$ cat src/rtl/operand_fetch_pkg.sv
// Shared RISC-V execute-stage definitions: datapath sizes, ALU opcodes and
// the operand packet handed from operand fetch to the ALU.
package riscv_definitions;

  localparam int XLEN    = 32;
  localparam int NREGS   = 32;
  localparam int RADDR_W = $clog2(NREGS);

  typedef enum logic [3:0] {
    ALU_ADD  = 4'd0,
    ALU_SUB  = 4'd1,
    ALU_AND  = 4'd2,
    ALU_OR   = 4'd3,
    ALU_XOR  = 4'd4,
    ALU_SLL  = 4'd5,
    ALU_SRL  = 4'd6,
    ALU_SRA  = 4'd7,
    ALU_SLT  = 4'd8,
    ALU_SLTU = 4'd9
  } alu_ops_t;

  typedef struct packed {
    logic [XLEN-1:0]    operand_a;
    logic [XLEN-1:0]    operand_b;
    alu_ops_t           alu_op;
    logic [RADDR_W-1:0] rd;
  } issue_pkt_t;

endpackage

$ cat src/rtl/operand_fetch_if.sv
// Decode-to-ALU issue bus: the decode request side and the ALU packet side,
// each with its own valid/ready handshake.
interface operand_fetch_if;
  import riscv_definitions::*;

  logic               in_valid;
  logic               in_ready;
  logic [RADDR_W-1:0] in_rs1;
  logic [RADDR_W-1:0] in_rs2;
  logic [RADDR_W-1:0] in_rd;
  logic [XLEN-1:0]    in_imm;
  logic               in_use_imm;
  alu_ops_t           in_alu_op;

  logic               out_valid;
  logic               out_ready;
  logic [XLEN-1:0]    operand_a;
  logic [XLEN-1:0]    operand_b;
  alu_ops_t           alu_op;
  logic [RADDR_W-1:0] out_rd;

  modport master (
    output in_valid, in_rs1, in_rs2, in_rd, in_imm, in_use_imm, in_alu_op, out_ready,
    input  in_ready, out_valid, operand_a, operand_b, alu_op, out_rd
  );

  modport slave (
    input  in_valid, in_rs1, in_rs2, in_rd, in_imm, in_use_imm, in_alu_op, out_ready,
    output in_ready, out_valid, operand_a, operand_b, alu_op, out_rd
  );

endinterface

$ cat src/rtl/operand_fetch_reg_file.sv
// Integer register file: two asynchronous read ports, one synchronous write
// port, x0 reads as zero, whole array cleared by the async active-low reset.
module reg_file
  import riscv_definitions::*;
(
  input  logic               clk,
  input  logic               reset,
  input  logic [RADDR_W-1:0] raddr_a,
  output logic [XLEN-1:0]    rdata_a,
  input  logic [RADDR_W-1:0] raddr_b,
  output logic [XLEN-1:0]    rdata_b,
  input  logic               we,
  input  logic [RADDR_W-1:0] waddr,
  input  logic [XLEN-1:0]    wdata
);

  logic [XLEN-1:0] rf [NREGS];

  always_ff @(posedge clk or negedge reset) begin
    if (!reset) begin
      for (int i = 0; i < NREGS; i++) rf[i] <= '0;
    end else if (we && (waddr != '0)) begin
      rf[waddr] <= wdata;
    end
  end

  assign rdata_a = (raddr_a == '0) ? '0 : rf[raddr_a];
  assign rdata_b = (raddr_b == '0) ? '0 : rf[raddr_b];

endmodule

$ cat src/rtl/operand_fetch.sv
// Execute-stage operand issue: register read with same-cycle writeback bypass,
// immediate select, and a two-entry skid buffer toward the ALU.
//
// state    | meaning
// ST_EMPTY | no packet held, out_valid low
// ST_ONE   | main reg holds the packet on the outputs
// ST_TWO   | main and skid both full, in_ready low
module operand_fetch
  import riscv_definitions::*;
(
  input  logic               clk,
  input  logic               reset,
  operand_fetch_if.slave     iss,
  input  logic               wb_en,
  input  logic [RADDR_W-1:0] wb_rd,
  input  logic [XLEN-1:0]    wb_data
);

  typedef enum logic [1:0] {
    ST_EMPTY = 2'd0,
    ST_ONE   = 2'd1,
    ST_TWO   = 2'd2
  } buf_state_t;

  buf_state_t      state_q;
  issue_pkt_t      main_q;
  issue_pkt_t      skid_q;
  issue_pkt_t      new_pkt;
  logic            in_ready_q;
  logic            out_valid_q;
  logic            accept;
  logic [XLEN-1:0] rf_a;
  logic [XLEN-1:0] rf_b;
  logic [XLEN-1:0] src_a;
  logic [XLEN-1:0] src_b;

  reg_file u_reg_file (
    .clk     (clk),
    .reset   (reset),
    .raddr_a (iss.in_rs1),
    .rdata_a (rf_a),
    .raddr_b (iss.in_rs2),
    .rdata_b (rf_b),
    .we      (wb_en),
    .waddr   (wb_rd),
    .wdata   (wb_data)
  );

  // A writeback landing this cycle is not yet in the array, so forward it.
  function automatic logic [XLEN-1:0] read_src(
    input logic [RADDR_W-1:0] rs,
    input logic [XLEN-1:0]    rf_val
  );
    if (rs == '0)                 return '0;
    else if (wb_en && wb_rd == rs) return wb_data;
    else                          return rf_val;
  endfunction

  assign src_a  = read_src(iss.in_rs1, rf_a);
  assign src_b  = read_src(iss.in_rs2, rf_b);
  assign accept = iss.in_valid && in_ready_q;

  always_comb begin
    new_pkt           = '0;
    new_pkt.operand_a = src_a;
    new_pkt.operand_b = iss.in_use_imm ? iss.in_imm : src_b;
    new_pkt.alu_op    = iss.in_alu_op;
    new_pkt.rd        = iss.in_rd;
  end

  always_ff @(posedge clk or negedge reset) begin
    if (!reset) begin
      state_q     <= ST_EMPTY;
      main_q      <= '0;
      skid_q      <= '0;
      in_ready_q  <= 1'b1;
      out_valid_q <= 1'b0;
    end else begin
      case (state_q)
        ST_EMPTY: begin
          if (accept) begin
            main_q      <= new_pkt;
            state_q     <= ST_ONE;
            out_valid_q <= 1'b1;
          end
        end
        ST_ONE: begin
          if (accept && !iss.out_ready) begin
            skid_q     <= new_pkt;
            state_q    <= ST_TWO;
            in_ready_q <= 1'b0;
          end else if (accept && iss.out_ready) begin
            main_q <= new_pkt;
          end else if (iss.out_ready) begin
            state_q     <= ST_EMPTY;
            out_valid_q <= 1'b0;
          end
        end
        ST_TWO: begin
          if (iss.out_ready) begin
            main_q     <= skid_q;
            state_q    <= ST_ONE;
            in_ready_q <= 1'b1;
          end
        end
        default: begin
          state_q     <= ST_EMPTY;
          in_ready_q  <= 1'b1;
          out_valid_q <= 1'b0;
        end
      endcase
    end
  end

  assign iss.in_ready  = in_ready_q;
  assign iss.out_valid = out_valid_q;
  assign iss.operand_a = main_q.operand_a;
  assign iss.operand_b = main_q.operand_b;
  assign iss.alu_op    = main_q.alu_op;
  assign iss.out_rd    = main_q.rd;

endmodule

$ cat src/flat_wrapper.sv
// flat-port wrapper written by rule: the top's interface ports become plain ports
module operand_fetch_flat import riscv_definitions::*;
  (clk, reset, wb_en, wb_rd, wb_data, iss_in_valid, iss_in_rs1, iss_in_rs2, iss_in_rd, iss_in_imm, iss_in_use_imm, iss_in_alu_op, iss_out_ready, iss_in_ready, iss_out_valid, iss_operand_a, iss_operand_b, iss_alu_op, iss_out_rd);
  operand_fetch_if iss_i ();
  input  logic clk;
  input  logic reset;
  input  logic wb_en;
  input  logic [RADDR_W-1:0] wb_rd;
  input  logic [XLEN-1:0] wb_data;
  input wire logic [$bits(iss_i.in_valid)-1:0] iss_in_valid;
  input wire logic [$bits(iss_i.in_rs1)-1:0] iss_in_rs1;
  input wire logic [$bits(iss_i.in_rs2)-1:0] iss_in_rs2;
  input wire logic [$bits(iss_i.in_rd)-1:0] iss_in_rd;
  input wire logic [$bits(iss_i.in_imm)-1:0] iss_in_imm;
  input wire logic [$bits(iss_i.in_use_imm)-1:0] iss_in_use_imm;
  input wire logic [$bits(iss_i.in_alu_op)-1:0] iss_in_alu_op;
  input wire logic [$bits(iss_i.out_ready)-1:0] iss_out_ready;
  output wire logic [$bits(iss_i.in_ready)-1:0] iss_in_ready;
  output wire logic [$bits(iss_i.out_valid)-1:0] iss_out_valid;
  output wire logic [$bits(iss_i.operand_a)-1:0] iss_operand_a;
  output wire logic [$bits(iss_i.operand_b)-1:0] iss_operand_b;
  output wire logic [$bits(iss_i.alu_op)-1:0] iss_alu_op;
  output wire logic [$bits(iss_i.out_rd)-1:0] iss_out_rd;
  assign iss_i.in_valid = iss_in_valid;
  assign iss_i.in_rs1 = iss_in_rs1;
  assign iss_i.in_rs2 = iss_in_rs2;
  assign iss_i.in_rd = iss_in_rd;
  assign iss_i.in_imm = iss_in_imm;
  assign iss_i.in_use_imm = iss_in_use_imm;
  assign iss_i.in_alu_op = iss_in_alu_op;
  assign iss_i.out_ready = iss_out_ready;
  assign iss_in_ready = iss_i.in_ready;
  assign iss_out_valid = iss_i.out_valid;
  assign iss_operand_a = iss_i.operand_a;
  assign iss_operand_b = iss_i.operand_b;
  assign iss_alu_op = iss_i.alu_op;
  assign iss_out_rd = iss_i.out_rd;
  operand_fetch u_core (.clk(clk), .reset(reset), .iss(iss_i), .wb_en(wb_en), .wb_rd(wb_rd), .wb_data(wb_data));
endmodule
$ cat config.mk
export PLATFORM = sky130hd
export DESIGN_NAME = operand_fetch_flat
export DESIGN_NICKNAME = d
export VERILOG_FILES = /design/src/rtl/operand_fetch_pkg.sv /design/src/rtl/operand_fetch_if.sv /design/src/rtl/operand_fetch_reg_file.sv /design/src/rtl/operand_fetch.sv /design/src/flat_wrapper.sv
export SDC_FILE = /design/constraint.sdc
export NUM_CORES = 2
export LEC_CHECK = 0
export BUFFER_PORTS_ARGS = -buffer_cell sky130_fd_sc_hd__buf_2
export CAP_MARGIN = 40
export CORE_MARGIN = 1
export CORE_UTILIZATION = 59
export CTS_BUF_LIST = sky130_fd_sc_hd__clkbuf_8
export CTS_CLUSTER_SIZE = 16
export DETAILED_ROUTE_END_ITERATION = 10
export PLACE_DENSITY = 0.79
export SLEW_MARGIN = 15
export SYNTH_ARGS = -nofsm -noshare
export SYNTH_HDL_FRONTEND = slang
export SYNTH_SLANG_ARGS = --single-unit
$ cat constraint.sdc
create_clock -name clk -period 1.98 [get_ports clk]
set_clock_uncertainty 0.1 [all_clocks]
set_input_delay 0.198 -clock clk [delete_from_list [all_inputs] [get_ports clk]]
set_output_delay 0.198 -clock clk [all_outputs]
set_load 0.03 [all_outputs]
==> metrics.md <==
| Metric | Value |
|---|---|
| Arrival @ worst endpoint | `~2800 ps` |
| Post-synth EDFFs | `0` |
| I/O Buffers | `around 170` |
| Root Buffer | `clkbuf_8` |
| Fin. max-slew vios | `0` |
| CTS Sinks | `1174` |
| Maximum vdd drop | `between 0.0008 and 0.0009 V` |
| Die ar. | `between 100000 and 150000 sq um` |
| Sequential power share | `a little under half` |
| CP Launch Type | `register` |
| H-tree levels | `4` |
| Inst Count DP | `5806` |
| Final hold vios | `0` |
| Sw frac | `a little under a third` |
| Post-DR vias/cell | `between 7 and 8` |
| Setup TNS | `-373 ps` |
| Cell count after synthesis | `4209` |
| Final period util | `108%` |
| Global-route wire length before repair | `roughly 300000 microns` |
| Design Power | `between 70 and 80 mW` |
| Final setup margin | `-153 ps` |
| Least-Margin Pin Slew | `roughly 720 ps` |
| Vias | `~45000` |
| Failing checks | `negative setup slack` |
| Post-synth ARST share | `100%` |
| Pwr/cell area | `roughly 980 nW/um^2` |
| Dominant synthesized flop cell | `dfrtp_1` |
| Grt ovf | `0` |
| DRC | `0` |
| CTS tree | `yes` |
| Boundary Pins | `approximately 170` |
| RSZ-0062 raised after global routing | `true` |
| P_int | `between 50 and 60 mW` |
| Initial DRC Count | `just under 6000` |
| Vias in the first global route | `between 40000 and 50000` |
| Die Span X | `between 300 and 400 microns` |
| Min cycle time layout | `about 2100 ps` |
| Status | `complete, but fails checks` |
| Wire per inst | `about 33 microns` |
| Avg Synthesized Cell Area | `between 10 and 15 sq um` |
| Worst Hold Class | `in2async` |
| CP endpoint kind | `register` |
| Pin count of the biggest net entering global routing | `93` |
| Setup violations, final | `11` |
| Most common cell after layout, fill and taps aside | `dfrtp_1` |
| Post-synthesis register bit count | `about 1200` |
| Core Area | `102000 sq um` |
| Finished Core Util | `just over 70%` |
| Net Count, Synth | `4303` |
| Clock group share of total power | `30.2%` |
| Starting Density | `59.6%` |
| Cts bufs inserted | `around 180` |
| Drt first pass iters | `8` |
| Layout cells sized above 1 | `about 56%` |
| NetSw | `22.1 mW` |
| Synth-to-layout area growth | `20.7%` |
| Max-slew headroom | `just over 50%` |
| Final cell count without fillers | `~6300` |
| Post-synthesis cell type count | `53` |
| Synth warn | `0` |
| Crit-path max FO | `6` |
| HPWL after detailed placement | `~130000 microns` |
| Seq. cell area | `around 29000 sq um` |
| Combinational power share | `24.4%` |
| Initial antenna violation count | `14` |
| Die Y | `about 320 microns` |
| GR Util All Layers | `between 30 and 40%` |
| Worst-path clk slew | `70 ps` |
| Placed Area | `~68000 sq um` |
| Cell Rows | `roughly 120` |
| Final nets | `approximately 4800` |
| Critical path class | `reg2reg` |
| Clk buf depth | `3` |
| Area taken by multi-input logic gates | `30000 sq um` |
| Leak pwr | `between 30 and 40 nW` |
| Routability Congestion | `around 0.93` |
| Max cap viols | `0` |
| Layout fillers | `a little over 6000` |
| CP required | `around 2600 ps` |
| Post-route cell area | `around 73000 sq um` |
| Mapped cell area | `between 60000 and 70000 sq um` |
| Post-Route WL | `approximately 210000 microns` |
| Latest clock arrival within the worst-skew pair | `roughly 860 ps` |
| Sequential area share after synthesis | `about half` |
| Post-route ant nets | `0` |
| Achievable Freq | `469 MHz` |
| Commonest cells after routing, fill and taps aside | `1173 x dfrtp_1, 1058 x mux2_2, 509 x mux4_2` |
what timing repair did:
action,4_1_cts,5_1_grt
hold endpoints to repair,2249,0
hold buffers,98,0
pin swaps,7,50
resized for setup,26,116
endpoints found under the setup margin,43,93
gates cloned,0,5
setup buffers,3,18
critical path: stages, from the launching register on:
cell and delay (ps):
dfstp_2 550, and3b_2 200, a21oi_2 50, nor2_2 190
a21o_4 190, buf_12 180, buf_16 180, o21ai_1 110
o21ai_2 230
power groups by stage:
stage          Clock, mW  Combinational [mW]  Sequential (mW)
6_report            21.8                17.6             32.8
5_1_grt             22.8                18.6             33.1
4_1_cts             21.7                17.0             32.4
3_5_place_dp           0                16.7             32.8
3_3_place_gp           0                16.1             32.4
2_1_floorplan          0                10.4             32.7
state kept, by name, summed over array words and instances (netlist names):
name and flops:
u_core.iss.in_ready 1, u_core.iss.operand_b 32, u_core.state_q 2, u_core.skid_q 73
u_core.iss.operand_a 32, u_core.u_reg_file.rf 1024, u_core.iss.out_rd 5, u_core.iss.out_valid 1
u_core.iss.alu_op 4
cells in the mapped netlist (2+ instances only):
| library cell | n | area [sq um] |
|---|---|---|
| buf_4 | 39 | 293 |
| mux2_2 | 1064 | 12000 |
| nor2b_1 | 4 | 25.0 |
| buf_6 | 29 | 327 |
| buf_8 | 2 | 30.0 |
| nor3_1 | 34 | 170 |
| a31oi_1 | 11 | 68.8 |
| nand3b_1 | 8 | 60.1 |
| and3b_1 | 2 | 17.5 |
| a22oi_1 | 93 | 698 |
| nand2_1 | 202 | 758 |
| nor2_1 | 98 | 368 |
| buf_2 | 89 | 445 |
| nor4_1 | 19 | 119 |
| clkbuf_1 | 255 | 957 |
| o22ai_1 | 68 | 425 |
| nand3_1 | 36 | 180 |
| xnor2_1 | 10 | 87.6 |
| o21ai_2 | 2 | 17.5 |
| a22o_1 | 31 | 272 |
| dfrtp_1 | 1173 | 29400 |
| a21oi_1 | 66 | 330 |
| inv_1 | 2 | 7.51 |
| nand4_1 | 2 | 12.5 |
| o221ai_1 | 32 | 280 |
| nor4_2 | 14 | 175 |
| mux2i_1 | 8 | 80.1 |
| nor3b_1 | 4 | 30.0 |
| or3b_2 | 3 | 26.3 |
| nand2b_1 | 3 | 18.8 |
| o22a_1 | 63 | 552 |
| mux4_2 | 509 | 11500 |
| o21ai_0 | 60 | 300 |
| buf_1 | 54 | 203 |
| o21ai_1 | 102 | 510 |
layer usage:
metal	part of all wire, %	global-route usage [%]	up-vias
li1	-	-	17300
met3	15	14.5	1023
met1	34	50.5	23200
met2	44	57.8	3792
met5	0.038	0.417	-
met4	6.9	25.2	14
final timing paths:
kind,cells after the start,endpoint,startpoint,slack [ps]
max,8,u_core.iss.operand_b[6],u_core.iss.in_ready,-150
min,3,u_core.u_reg_file.rf[219],reset,50
max reg2reg,8,u_core.iss.operand_b[6],u_core.iss.in_ready,-150
min reg2reg,0,u_core.u_reg_file.rf[1007],u_core.u_reg_file.rf[1007],300
max in group asynchronous,4,u_core.u_reg_file.rf[344],reset,580
min in group clk,3,u_core.skid_q[8],iss_in_alu_op[3],50
cell type report:
type / count / area share [%]
inverter: 2 / 0.0102
multi-input combinational: 2564 / 40.9
clock buffer: 256 / 4.80
timing repair buffer: 813 / 11.4
clock inverter: 68 / 0.511
tap: 1368 / 2.33
sequential: 1174 / 40.0
antenna: 10 / 0.0341
logic make-up after synthesis:
logic type	synth area share [%]
xor+xnor	0.144
mux	38.7
compound gates	5.81
simple gates	3.34
flops	48.3
buf+inv	3.73
per-stage QoR:
| stage | hold slack, ps | setup WS, ps |
|---|---|---|
| 3_3_place_gp | 49.5 | -445 |
| 6_report | 50.4 | -153 |
| 2_1_floorplan | -198 | 13.7 |
| 3_5_place_dp | 51.2 | -515 |
| 4_1_cts | 2.93 | 0.225 |
| 5_1_grt | 46.0 | -155 |
Note: power is estimated with default switching activity, not from simulation.
